`src/rtl/bus_io_unit.sv`:
```
// Memory/IO slave on the 4-bit CPU bus: external ROM window, 16x4 scratch RAM, GPIO, timer, UART TX.
// UART is built only when BUS_IO_UART_EN is defined; otherwise uart_tx idles high and 0xFF6-0xFF8 read 0.
module bus_io_unit #(
  parameter int unsigned TIMER_DIV    = 16,
  parameter int unsigned CLKS_PER_BIT = 16
) (
  input  logic        clk,
  input  logic        rst,
  input  logic [11:0] bus_addr,
  input  logic        bus_data_rw,
  input  logic [3:0]  bus_data_out,
  output logic [3:0]  bus_data_in,
  output logic [11:0] ext_addr,
  input  logic [3:0]  ext_data,
  input  logic [3:0]  gpio_in,
  output logic [3:0]  gpio_out,
  output logic        uart_tx
);

  localparam int unsigned PW = (TIMER_DIV > 1) ? $clog2(TIMER_DIV) : 1;
  localparam logic [PW-1:0] PRESC_MAX = PW'(TIMER_DIV - 1);

  if (TIMER_DIV < 1 || CLKS_PER_BIT < 2) begin : g_param_check
    $error("bus_io_unit: TIMER_DIV must be >= 1 and CLKS_PER_BIT >= 2");
  end

  logic        w_pend_q;
  logic [11:0] w_addr_q;
  logic [3:0]  w_data_q;
  logic        commit;
  logic [3:0]  ram_q [16];
  logic [3:0]  gpio_out_q, gs1_q, gs2_q;
  logic        ten_q, tclr;
  logic [11:0] tmr_q, tmr_d;
  logic [PW-1:0] presc_q, presc_d;
  logic [7:0]  snap_q;

  assign ext_addr = bus_addr;
  assign gpio_out = gpio_out_q;

  // A store is committed once the CPU leaves it (rw drops or address moves), so only the final data lands.
  assign commit = w_pend_q && (!bus_data_rw || (bus_addr != w_addr_q));
  assign tclr   = commit && (w_addr_q == 12'hFF5) && w_data_q[1];

  always_ff @(posedge clk) begin
    if (rst) begin
      w_pend_q   <= 1'b0;
      w_addr_q   <= '0;
      w_data_q   <= '0;
      gpio_out_q <= '0;
      gs1_q      <= '0;
      gs2_q      <= '0;
      ten_q      <= 1'b0;
      tmr_q      <= '0;
      presc_q    <= '0;
      snap_q     <= '0;
      for (int unsigned i = 0; i < 16; i++) ram_q[i] <= '0;
    end else begin
      w_pend_q <= bus_data_rw;
      w_addr_q <= bus_addr;
      w_data_q <= bus_data_out;
      gs1_q    <= gpio_in;
      gs2_q    <= gs1_q;
      tmr_q    <= tmr_d;
      presc_q  <= presc_d;
      if (bus_addr == 12'hFF2 && !bus_data_rw) snap_q <= tmr_q[11:4];
      if (commit && w_addr_q[11:4] == 8'hF0) ram_q[w_addr_q[3:0]] <= w_data_q;
      if (commit && w_addr_q == 12'hFF0) gpio_out_q <= w_data_q;
      if (commit && w_addr_q == 12'hFF5) ten_q <= w_data_q[0];
    end
  end

  always_comb begin
    tmr_d   = tmr_q;
    presc_d = presc_q;
    if (tclr) begin
      tmr_d   = '0;
      presc_d = '0;
    end else if (ten_q) begin
      if (presc_q == PRESC_MAX) begin
        presc_d = '0;
        tmr_d   = tmr_q + 12'd1;
      end else begin
        presc_d = presc_q + PW'(1);
      end
    end
  end

`ifdef BUS_IO_UART_EN
  localparam int unsigned CW = $clog2(CLKS_PER_BIT);
  localparam logic [CW-1:0] CNT_MAX = CW'(CLKS_PER_BIT - 1);

  typedef enum logic [1:0] {U_IDLE, U_START, U_DATA, U_STOP} uart_state_e;

  uart_state_e state_q, state_d;
  logic [CW-1:0] cnt_q, cnt_d;
  logic [2:0]  bit_q, bit_d;
  logic [7:0]  shift_q, shift_d;
  logic [3:0]  tx_lo_q, tx_hi_q;
  logic        ovr_q, busy, tx_start, tx_hi_wr, cnt_end;

  assign busy     = (state_q != U_IDLE);
  assign tx_hi_wr = commit && (w_addr_q == 12'hFF7);
  assign tx_start = tx_hi_wr && !busy;
  assign cnt_end  = (cnt_q == CNT_MAX);

  always_ff @(posedge clk) begin
    if (rst) begin
      state_q <= U_IDLE;
      cnt_q   <= '0;
      bit_q   <= '0;
      shift_q <= '0;
      tx_lo_q <= '0;
      tx_hi_q <= '0;
      ovr_q   <= 1'b0;
    end else begin
      state_q <= state_d;
      cnt_q   <= cnt_d;
      bit_q   <= bit_d;
      shift_q <= shift_d;
      if (commit && w_addr_q == 12'hFF6) tx_lo_q <= w_data_q;
      if (tx_hi_wr) tx_hi_q <= w_data_q;
      // Set after clear so a new overrun always survives.
      if (commit && w_addr_q == 12'hFF8) ovr_q <= 1'b0;
      if (tx_hi_wr && busy) ovr_q <= 1'b1;
    end
  end

  always_comb begin
    state_d = state_q;
    cnt_d   = cnt_q;
    bit_d   = bit_q;
    shift_d = shift_q;
    uart_tx = 1'b1;
    case (state_q)
      U_IDLE: begin
        if (tx_start) begin
          state_d = U_START;
          cnt_d   = '0;
          shift_d = {w_data_q, tx_lo_q};
        end
      end
      U_START: begin
        uart_tx = 1'b0;
        if (cnt_end) begin
          cnt_d   = '0;
          bit_d   = '0;
          state_d = U_DATA;
        end else begin
          cnt_d = cnt_q + CW'(1);
        end
      end
      U_DATA: begin
        uart_tx = shift_q[0];
        if (cnt_end) begin
          cnt_d   = '0;
          shift_d = shift_q >> 1;
          bit_d   = bit_q + 3'd1;
          if (bit_q == 3'd7) state_d = U_STOP;
        end else begin
          cnt_d = cnt_q + CW'(1);
        end
      end
      U_STOP: begin
        if (cnt_end) begin
          cnt_d   = '0;
          state_d = U_IDLE;
        end else begin
          cnt_d = cnt_q + CW'(1);
        end
      end
      default: state_d = U_IDLE;
    endcase
  end
`else
  assign uart_tx = 1'b1;
`endif

  always_comb begin
    bus_data_in = '0;
    if (bus_addr < 12'hF00) begin
      bus_data_in = ext_data;
    end else if (bus_addr[11:4] == 8'hF0) begin
      bus_data_in = ram_q[bus_addr[3:0]];
    end else begin
      case (bus_addr)
        12'hFF0: bus_data_in = gpio_out_q;
        12'hFF1: bus_data_in = gs2_q;
        12'hFF2: bus_data_in = tmr_q[3:0];
        12'hFF3: bus_data_in = snap_q[3:0];
        12'hFF4: bus_data_in = snap_q[7:4];
        12'hFF5: bus_data_in = {3'b000, ten_q};
`ifdef BUS_IO_UART_EN
        12'hFF6: bus_data_in = tx_lo_q;
        12'hFF7: bus_data_in = tx_hi_q;
        12'hFF8: bus_data_in = {2'b00, ovr_q, busy};
`endif
        default: bus_data_in = '0;
      endcase
    end
  end

endmodule

```
`config.mk`:
```
export PLATFORM = sky130hd
export DESIGN_NAME = bus_io_unit
export DESIGN_NICKNAME = d
export VERILOG_FILES = /design/src/rtl/bus_io_unit.sv
export SDC_FILE = /design/constraint.sdc
export NUM_CORES = 1
export LEC_CHECK = 0
export CAP_MARGIN = 30
export CELL_PAD_IN_SITES_DETAIL_PLACEMENT = 1
export CELL_PAD_IN_SITES_GLOBAL_PLACEMENT = 2
export CORE_AREA = 2 2 128 155
export DETAILED_ROUTE_END_ITERATION = 8
export DIE_AREA = 0 0 130 157
export GPL_TIMING_DRIVEN = 0
export HOLD_SLACK_MARGIN = 0.02
export PLACE_DENSITY = 0.78
export SLEW_MARGIN = 30
export SYNTH_ARGS = -nofsm -noshare
export SYNTH_HDL_FRONTEND = slang
export SYNTH_SLANG_ARGS = --single-unit
```
`constraint.sdc`:
```
create_clock -name clk -period 1.9 [get_ports clk]
set_clock_uncertainty 0.1 [all_clocks]
set_input_delay 0.19 -clock clk [delete_from_list [all_inputs] [get_ports clk]]
set_output_delay 0.19 -clock clk [all_outputs]
set_load 0.02 [all_outputs]
```
==> results.yml, run 1 <==
critical_path:
  timing.rr.start: "w_addr_q[3]"
  end_kind: "output port"
  cp-start-kind: "register"
  crit_path_top_delay_cell: "mux4_2"
  cp_num_buf_inv: 1
  path_class: "register to output port"
  r2r_cells: 11
  r2r_setup_slack_ns: -0.32
  cp_data_arrival_time_ns: 2.10
  path_cells: "mux4_2 -> mux2_2 -> o211ai_1 -> a31oi_1 -> buf_4"
  crit_path_max_fanout: 1
  critPathTopFamily: "multiplexers"
  slowest_delay_ns: 0.52
  r2r-end: "tmr_q[8]"
  cp_data_required_time_ns: 1.61
clock_network:
  clock-sinks: 118
  cts-buffers-inserted: 17
  max-clock-path-buffers: 2
  path_clk_slew_ns: 0.06
  cts_tree: "done"
  postCtsHoldBufs: 0
  worst_skew_pair.late_latency_ns: 0.43
  cts_root_buffer: "clkbuf_16"
  cts_htree_levels: 4
sta:
  period_minus_slack_ns: 2.39
  fin_crit_sh_pct: 126
  max_freq_ghz: 0.418
  tightest_slew_ns: 0.904
  timing.final.ws_setup_ns: -0.494
  slew_headroom_pct: 39.7
  setup_viol_count_final: 153
  drv_slew: 0
  grt_setup_unrepaired: "yes"
  hold_violations: 0
synthesis:
  syn_area_per_cell_um2: 11.4
  synth_most_common_cell: "edfxtp_1"
  netlist_top_cells_count: "edfxtp_1, dfxtp_1, nor2_1"
  syn-cell-area_um2: 5620
  synthSimpleGateAreaFrac_pct: 21.2
  synthAdderAreaFrac_pct: 0.445
  synth_nets: 523
  synth-compound-area-share_pct: 6.10
  synth_top_family_by_area: "simple AND/OR/NAND/NOR gates"
  ys_async_sr_fraction_pct: 0
  yosys_register_bits: 118
  synth_edf_count: 64
  ys_top_cells_by_area: "edfxtp_1, dfxtp_1, mux4_2"
  synthCells: 494
  synth_mux_area_share_pct: 10.3
  synth_top_area_share_pct: 34.2
  synth.distinct_cells: 52
  yosys_warnings: 0
  yosys.area_share.xor_xnor_pct: 3.59
  synth_area_leader_cell: "edfxtp_1"
  ys.flop_type: "edfxtp_1"
  synth_seq_area_share_pct: 53.5
global_route:
  grt_max_degree: 17
  antenna_found_initial: 0
  grt_use_total_pct: 19.3
  grt.overflow.total: 0
  first_global_vias: 4853
  grt_pass1_wl_um: 28700
placed_design:
  gp_congestion: 0.803
  io_buffer_count: 43
  post-dp-hpwl_um: 11300
  dpl_cell_area_um2: 6460
  pre_cts_ws_ns: -1.29
drt:
  via_count: 4651
  drtAntennaViolNets: 0
  wl_per_cell_um: 23.9
  dr.pass1.iters: 5
  viasPerCell: 5.29
  drt-initial-drc-count: 290
  drc: 0
  finalWirelength_um: 21000
power:
  power_w: 0.00680
  ir_drop_uv: 620
  total_leakage_power_nw: 3.07
  powerDensity_nw_per_um2: 777
cells_and_area:
  syn2layout_area_growth_pct: 55.6
  nNetsFinal: 639
  drive_above_1_share_pct: 49.9
  stdcell_area_um2: 8740
  num_antenna_cells: 0
floorplan:
  pin_count: 48
  rows: 55
  die_w_um: 130
  die_h_um: 157
  dieArea_um2: 20400
  coreArea_um2: 18800
  start_util_pct: 29.9
worst_hold_path:
  hold_start: "bus_addr[10]"
  hold_depth: 2
  min_path_type: "input pin to register"
  timing.hold.worst_endpoint: "w_addr_q[10]"
status:
  status: "finished, violations left"
  violations: "setup timing"
flow_run:
  maxCapViolCount: 0
## through the flow
stage | utilization, % | hold slack, ns | setup TNS (ns) | instances
finish | 46.5 | 0.0395 | -32.56 | 879
global route | 46.5 | 0.0562 | -37.03 | 879
floorplan | - | 0.218 | -0.757 | 494
global placement | 34.4 | 0.321 | -130.39 | 793
detailed placement | 34.4 | 0.349 | -136.23 | 793
CTS | 42.7 | 0.138 | -23.61 | 855
## layout make-up
cell class	count	area, um^2
plain buffers	46	339
clock buffers	27	566
clock inverters	5	53.8
fillers	1903	10000
inverters	3	11.3
flip-flops and latches	118	3030
well taps	256	320
repair buffers	96	1010
multi-input cells	328	3410
## repair_timing
action | 4_1_cts | 5_1_grt
setup endpoints to repair | 155 | 153
pin swaps | 68 | 34
resized for setup | 181 | 114
setup buffers | 23 | 28
gates cloned | 8 | 2
## cell families after synthesis
logic type,after synthesis
other,1
AOI/OAI and AO/OA,51
buffers and inverters,52
muxes,36
adders and majority gates,2
xor gates and xnor gates,23
and+or+nand+nor,211
DFF,118
## sequential cells by signal, indices dropped and copies added (netlist names)
signal	cells
gpio_out	4
gs1_q	4
gs2_q	4
presc_q	4
ram_q	64
snap_q	8
ten_q	1
tmr_q	12
w_addr_q	12
w_data_q	4
w_pend_q	1
## metal layers
layer  GRT usage [%]  up-vias  part of all wire (%)
met1            21.8     2382                    39
met3            4.28       67                   4.0
li1                -     2038                     -
met4            8.65        0                   3.8
met5               0        -                     0
met2            34.5      164                    53
## worst reg2reg max path, delay by kind of cell (launching register included)
kind	cells	cell delay, ns
buf+inv	6	0.93
xor+xnor	1	0.16
flops	1	0.36
simple gates	4	0.59
## report_power, final
part	switching (W)	leakage, nW	internal [W]
Combinational	0.000349	1.63	0.000277
Sequential	0.0000427	1.13	0.00274
Clock	0.00122	0.306	0.00216
Total	0.00162	3.07	0.00518
## how the worst max path moves through the flow
stage | start | endpoint | slack [ns] | depth (start not counted)
CTS | ram_q[3][2] | bus_data_in[2] | -0.49 | 5
floorplan | w_addr_q[1] | ram_q[0][0] | -0.02 | 6
detailed placement | bus_addr[5] | bus_data_in[0] | -1.29 | 7
global placement | bus_addr[3] | bus_data_in[1] | -1.27 | 7
finish | ram_q[3][2] | bus_data_in[2] | -0.49 | 5
global route | ram_q[3][2] | bus_data_in[2] | -0.54 | 5
## cells in the final DEF (no fill, tap or decap), drive strengths merged, types with 17 or more instances in the layout
cell / n
mux4: 17
clkbuf: 51
nor2b: 27
edfxtp: 64
nor3: 20
nor2: 54
buf: 80
dfxtp: 54
clkdlybuf4s50: 31
nand2: 36
and3: 37
xnor2: 18
(Power assumes the default switching activity.)
==> run 2, diff against run 1 <==
--- a/config.mk
+++ b/config.mk
@@ -5,15 +5,16 @@
 export SDC_FILE = /design/constraint.sdc
 export NUM_CORES = 1
 export LEC_CHECK = 0
-export CAP_MARGIN = 30
+export CAP_MARGIN = 20
 export CELL_PAD_IN_SITES_DETAIL_PLACEMENT = 1
 export CELL_PAD_IN_SITES_GLOBAL_PLACEMENT = 2
 export CORE_AREA = 2 2 128 155
+export CTS_CLUSTER_DIAMETER = 60
 export DETAILED_ROUTE_END_ITERATION = 8
 export DIE_AREA = 0 0 130 157
 export GPL_TIMING_DRIVEN = 0
 export HOLD_SLACK_MARGIN = 0.02
-export PLACE_DENSITY = 0.78
+export PLACE_DENSITY = 0.75
 export SLEW_MARGIN = 30
 export SYNTH_ARGS = -nofsm -noshare
 export SYNTH_HDL_FRONTEND = slang
==> constraint.sdc (replaced) <==
create_clock -name clk -period 3 [get_ports clk]
set_clock_uncertainty 0.1 [all_clocks]
set_input_delay 0.3 -clock clk [delete_from_list [all_inputs] [get_ports clk]]
set_output_delay 0.3 -clock clk [all_outputs]
set_load 0.02 [all_outputs]
==> results.yml, run 2 (synthesis results as in run 1) <==
floorplan:
  start_util_pct: 29.9
  rows: 55
  die_w_um: 130
  dieArea_um2: 20400
  coreArea_um2: 18800
  die_h_um: 157
  pin_count: 48
sta:
  hold_ws_ns: 0.312
  setup_viol_count_final: 0
  max_freq_ghz: 0.346
  tightest_slew_ns: 0.817
  slew_headroom_pct: 45.0
  fin_crit_sh_pct: 96.2
  grt_setup_unrepaired: "no"
  period_minus_slack_ns: 2.89
  drv_slew: 0
  hold_violations: 0
  timing.final.ws_setup_ns: 0.113
clock_network:
  worst_skew_pair.late_latency_ns: 0.42
  clock-sinks: 118
  cts_tree: "done"
  cts-buffers-inserted: 17
  cts_htree_levels: 4
  cts_root_buffer: "clkbuf_16"
  max-clock-path-buffers: 2
  path_clk_slew_ns: 0.05
cells_and_area:
  drive_above_1_share_pct: 18.9
  num_antenna_cells: 0
  syn2layout_area_growth_pct: 25.1
  mostFrequentLayoutCell: "edfxtp_1"
  final_cells: 827
  top_regs: "ram_q x64, tmr_q x12, w_addr_q x12"
  final_cell_mix: "edfxtp_1, nor2_1, dfxtp_1"
  regMostFlops: "ram_q"
  n_fill_cell: 2042
  nNetsFinal: 587
  fin_util_pct: 37.4
  largest_reg_flops: 64
critical_path:
  crit_path_max_fanout: 5
  cp_data_required_time_ns: 2.60
  cp_num_buf_inv: 2
  slowest_delay_ns: 0.63
  cp-start-kind: "input pin"
  path_cells: "dlygate4sd2_1 -> nand4_1 -> or2_2 -> nor3_2 -> a32oi_1 -> a31oi_1 -> clkdlybuf4s50_1"
  cp_data_arrival_time_ns: 2.49
  crit_path_top_delay_cell: "clkdlybuf4s50_1"
  path_class: "input pin to output port"
  critPathTopFamily: "buffers and inverters"
  end_kind: "output port"
placed_design:
  gp_congestion: 0.768
  pre_cts_ws_ns: -0.464
  io_buffer_count: 43
  post-dp-hpwl_um: 11700
  dp.cells: 793
global_route:
  grt_max_degree: 17
  grt_use_total_pct: 16.6
  antenna_found_initial: 0
  grt.overflow.total: 0
  grt_pass1_wl_um: 25100
  first_global_vias: 4438
status:
  status: "completed"
flow_run:
  maxCapViolCount: 0
drt:
  drc: 0
  wl_per_cell_um: 19.2
  dr.pass1.iters: 4
  viasPerCell: 4.93
  drtAntennaViolNets: 0
  finalWirelength_um: 15900
  drt-initial-drc-count: 253
  via_count: 4080
worst_hold_path:
  min_path_type: "input pin to register"
power:
  ir_drop_uv: 376
  p_clk_share_pct: 50.7
  p_switching_w: 0.000968
  p_sw_share_pct: 23.3
  seqPwrFrac_pct: 42.3
  total_leakage_power_nw: 2.68
  power_w: 0.00416
  power.internal_w: 0.00319
  share_comb_of_total_power_pct: 7.1
  powerDensity_nw_per_um2: 593
-- run 2: changes by cell type in the layout (fill, tap and decap cells not counted), moves of 13 or more --
cell / before / now
and3_1: 4 / 37
and3_4: 32 / 0
buf_4: 45 / 16
buf_6: 15 / 2
nor2_1: 17 / 54
nor2_4: 31 / 0
-- run 2: layer usage --
metal	up-vias	global-route usage (%)	routed length [um]
met3	21	3.33	658
li1	1926	-	-
met2	87	29.3	8350
met4	0	5.84	321
met1	2046	19.8	6560
met5	-	0	0
-- run 2: what timing repair did --
item	4_1_cts	5_1_grt
buffers inserted	0	2
setup endpoints to repair	4	4
pin swaps	1	2
resized for setup	15	5
hold buffers	0	0
cloned	0	0
-- run 2: final timing paths --
kind          startpoint             end  slack, ns  cells past startpoint
max          bus_addr[5]  bus_data_in[2]       0.11                      7
min          bus_addr[5]     w_addr_q[5]       0.31                      2
max reg2reg  w_addr_q[4]    ram_q[14][0]       0.31                      5
min reg2reg     gs1_q[3]        gs2_q[3]       0.34                      1
-- run 2: cell type report --
class | count | area (um^2) | share of cell area, %
sequential | 118 | 3000 | 42.7
multi-input combinational | 324 | 2360 | 33.6
clock buffer | 19 | 475 | 6.77
timing repair buffer | 45 | 444 | 6.32
tap | 256 | 320 | 4.56
buffer | 49 | 272 | 3.86
clock inverter | 13 | 139 | 1.98
inverter | 3 | 11.3 | 0.160
-- run 2: metrics by stage --
| step | area (um^2) | setup TNS, ns |
|---|---|---|
| CTS | 7000 | 0 |
| global route | 7030 | 0 |
| global placement | 6370 | -12.19 |
| finish | 7030 | 0 |
| floorplan | 5620 | 0 |
| detailed placement | 6370 | -12.31 |
-- run 2: power by group through the flow --
stage,Combinational [W],Clock (W),Sequential [W]
floorplan,0.000170,0,0.00178
global placement,0.000290,0,0.00179
detailed placement,0.000295,0,0.00179
CTS,0.000296,0.00213,0.00176
global route,0.000315,0.00221,0.00176
finish,0.000294,0.00211,0.00176
==> run 3, diff against run 2 <==
--- a/config.mk
+++ b/config.mk
@@ -9,12 +9,14 @@
 export CELL_PAD_IN_SITES_DETAIL_PLACEMENT = 1
 export CELL_PAD_IN_SITES_GLOBAL_PLACEMENT = 2
 export CORE_AREA = 2 2 128 155
+export CTS_BUF_LIST = sky130_fd_sc_hd__clkbuf_2
 export CTS_CLUSTER_DIAMETER = 60
 export DETAILED_ROUTE_END_ITERATION = 8
 export DIE_AREA = 0 0 130 157
 export GPL_TIMING_DRIVEN = 0
 export HOLD_SLACK_MARGIN = 0.02
 export PLACE_DENSITY = 0.75
+export REMOVE_ABC_BUFFERS = 1
 export SLEW_MARGIN = 30
 export SYNTH_ARGS = -nofsm -noshare
 export SYNTH_HDL_FRONTEND = slang
==> results.yml, run 3 (synthesis results as in run 1) <==
drt:
  drt-initial-drc-count: 153
  wl_per_cell_um: 17.9
  wl_met2_um: 7590
  finalWirelength_um: 14200
  drc: 0
  viasPerCell: 4.89
  dr.pass1.iters: 4
  dr_wl_met3_um: 490
  drtAntennaViolNets: 0
  wl_met1_um: 5970
  via_count: 3883
  dr.max_layer_used: "met4"
critical_path:
  end_kind: "register"
  cp_data_arrival_time_ns: 3.23
  crit_path_max_fanout: 48
  cp_data_required_time_ns: 3.24
  slowest_delay_ns: 0.65
  crit_path_top_delay_cell: "nor3b_2"
  cp-start-kind: "input pin"
  path_cells: "dlygate4sd3_1 -> buf_4 -> buf_12 -> inv_1 -> nand2_1 -> nor3b_2 -> nand2_2 -> o21ai_0"
  path_class: "input pin to register"
sta:
  setup_tns_ns: 0
  max_freq_ghz: 0.335
  fin_crit_sh_pct: 99.6
  setup_viol_count_final: 0
  slew_headroom_pct: 50.9
  hold_violations: 0
  period_minus_slack_ns: 2.99
  drv_slew: 0
  tightest_slew_ns: 0.733
  grt_setup_unrepaired: "yes"
  hold_ws_ns: 0.126
flow_run:
  maxCapViolCount: 0
clock_network:
  cts_tree: "done"
  cts_root_buffer: "clkbuf_2"
  max-clock-path-buffers: 2
  cts_htree_levels: 4
  path_clk_slew_ns: 0.17
  clock-sinks: 118
  worst_skew_pair.late_latency_ns: 0.67
  cts-buffers-inserted: 17
  postCtsSetupBuffers: 0
global_route:
  first_global_vias: 4077
  antenna_found_initial: 0
  grt_pass1_wl_um: 22200
  grt_max_degree: 49
  grt.overflow.total: 0
  grt_use_total_pct: 14.6
placed_design:
  post-dp-hpwl_um: 10200
  gp_congestion: 0.811
  dp.cells: 751
  io_buffer_count: 46
floorplan:
  die_h_um: 157
  coreArea_um2: 18800
  pin_count: 48
  dieArea_um2: 20400
  die_w_um: 130
  start_util_pct: 29.9
  rows: 55
cells_and_area:
  largest_reg_flops: 64
  regMostFlops: "ram_q"
  nNetsFinal: 556
  drive_above_1_share_pct: 16.7
  final_cells: 794
  final_cell_mix: "edfxtp_1, dfxtp_1, nor2_1"
  syn2layout_area_growth_pct: 17.1
  top_regs: "ram_q x64, tmr_q x12, w_addr_q x12"
  num_antenna_cells: 0
  mostFrequentLayoutCell: "edfxtp_1"
power:
  powerDensity_nw_per_um2: 467
  ir_drop_uv: 298
  total_leakage_power_nw: 2.43
worst_hold_path:
  min_path_type: "input pin to register"
status:
  status: "completed"
## run 3: cell types whose count changed in the layout (fill, tap and decap cells not counted), sizes merged
cell	change
clkbuf	-23
dlymetal6s2s	-2
clkdlybuf4s50	+2
dlygate4sd3	+13
buf	-17
clkdlybuf4s15	-1
dlygate4sd2	-4
clkinv	+4
inv	-6
bufinv	+1
## run 3: path summary, 6_finish.rpt
path | start | end | slack, ns | cells after the start
worst max register to register | w_addr_q[4] | ram_q[13][0] | 0.08 | 5
worst min register to register | gs1_q[3] | gs2_q[3] | 0.36 | 1
worst max-delay path | rst | ram_q[13][0] | 0.01 | 8
worst min-delay path | bus_addr[1] | w_addr_q[1] | 0.13 | 3
## run 3: worst max-delay path: cells and delay by family
kind                   cells  cell delay, ns
AND/OR/NAND/NOR            3            1.18
buffers and inverters      4            1.12
AO/OA/AOI/OAI              1            0.60
## run 3: power breakdown
group | leakage [nW] | internal, W | switching, W | total (W)
registers | 1.13 | 0.00174 | 0.0000321 | 0.00177
clock network | 0.150 | 0.000447 | 0.000581 | 0.00103
logic | 1.15 | 0.000128 | 0.000145 | 0.000273
## run 3: through the flow
stage | setup WS [ns] | total power, W | util [%] | area (um^2)
after floorplan | 0.624 | 0.00190 | - | 5360
after global placement | -2.72 | 0.00206 | 32.7 | 6140
after detailed placement | -0.563 | 0.00207 | 33.1 | 6220
after CTS | 0.00753 | 0.00311 | 35.0 | 6570
after global routing | -0.121 | 0.00320 | 35.0 | 6580
final | 0.0130 | 0.00307 | 35.0 | 6580
## run 3: per-layer routing
layer / vias to the layer above / track usage (%)
met2: 67 / 26.2
li1: 1856 / -
met5: - / 0
met1: 1947 / 16.9
met4: 0 / 4.76
met3: 13 / 3.67
## run 3: area by class of cell
class                   count  area (um^2)
repair buffers             63          634
flip-flops and latches    118         3000
well taps                 256          320
clock inverters            12          138
inverters                   3         11.3
fillers                  2046        12200
clock buffers              18         90.1
multi-input cells         324         2380
## run 3: repair_timing
item | in CTS | in global routing
hold endpoints to repair | 22 | 2
hold buffers | 11 | 2
gates resized for setup | 16 | 6
setup endpoints to repair | 12 | 30
cloned | 0 | 0
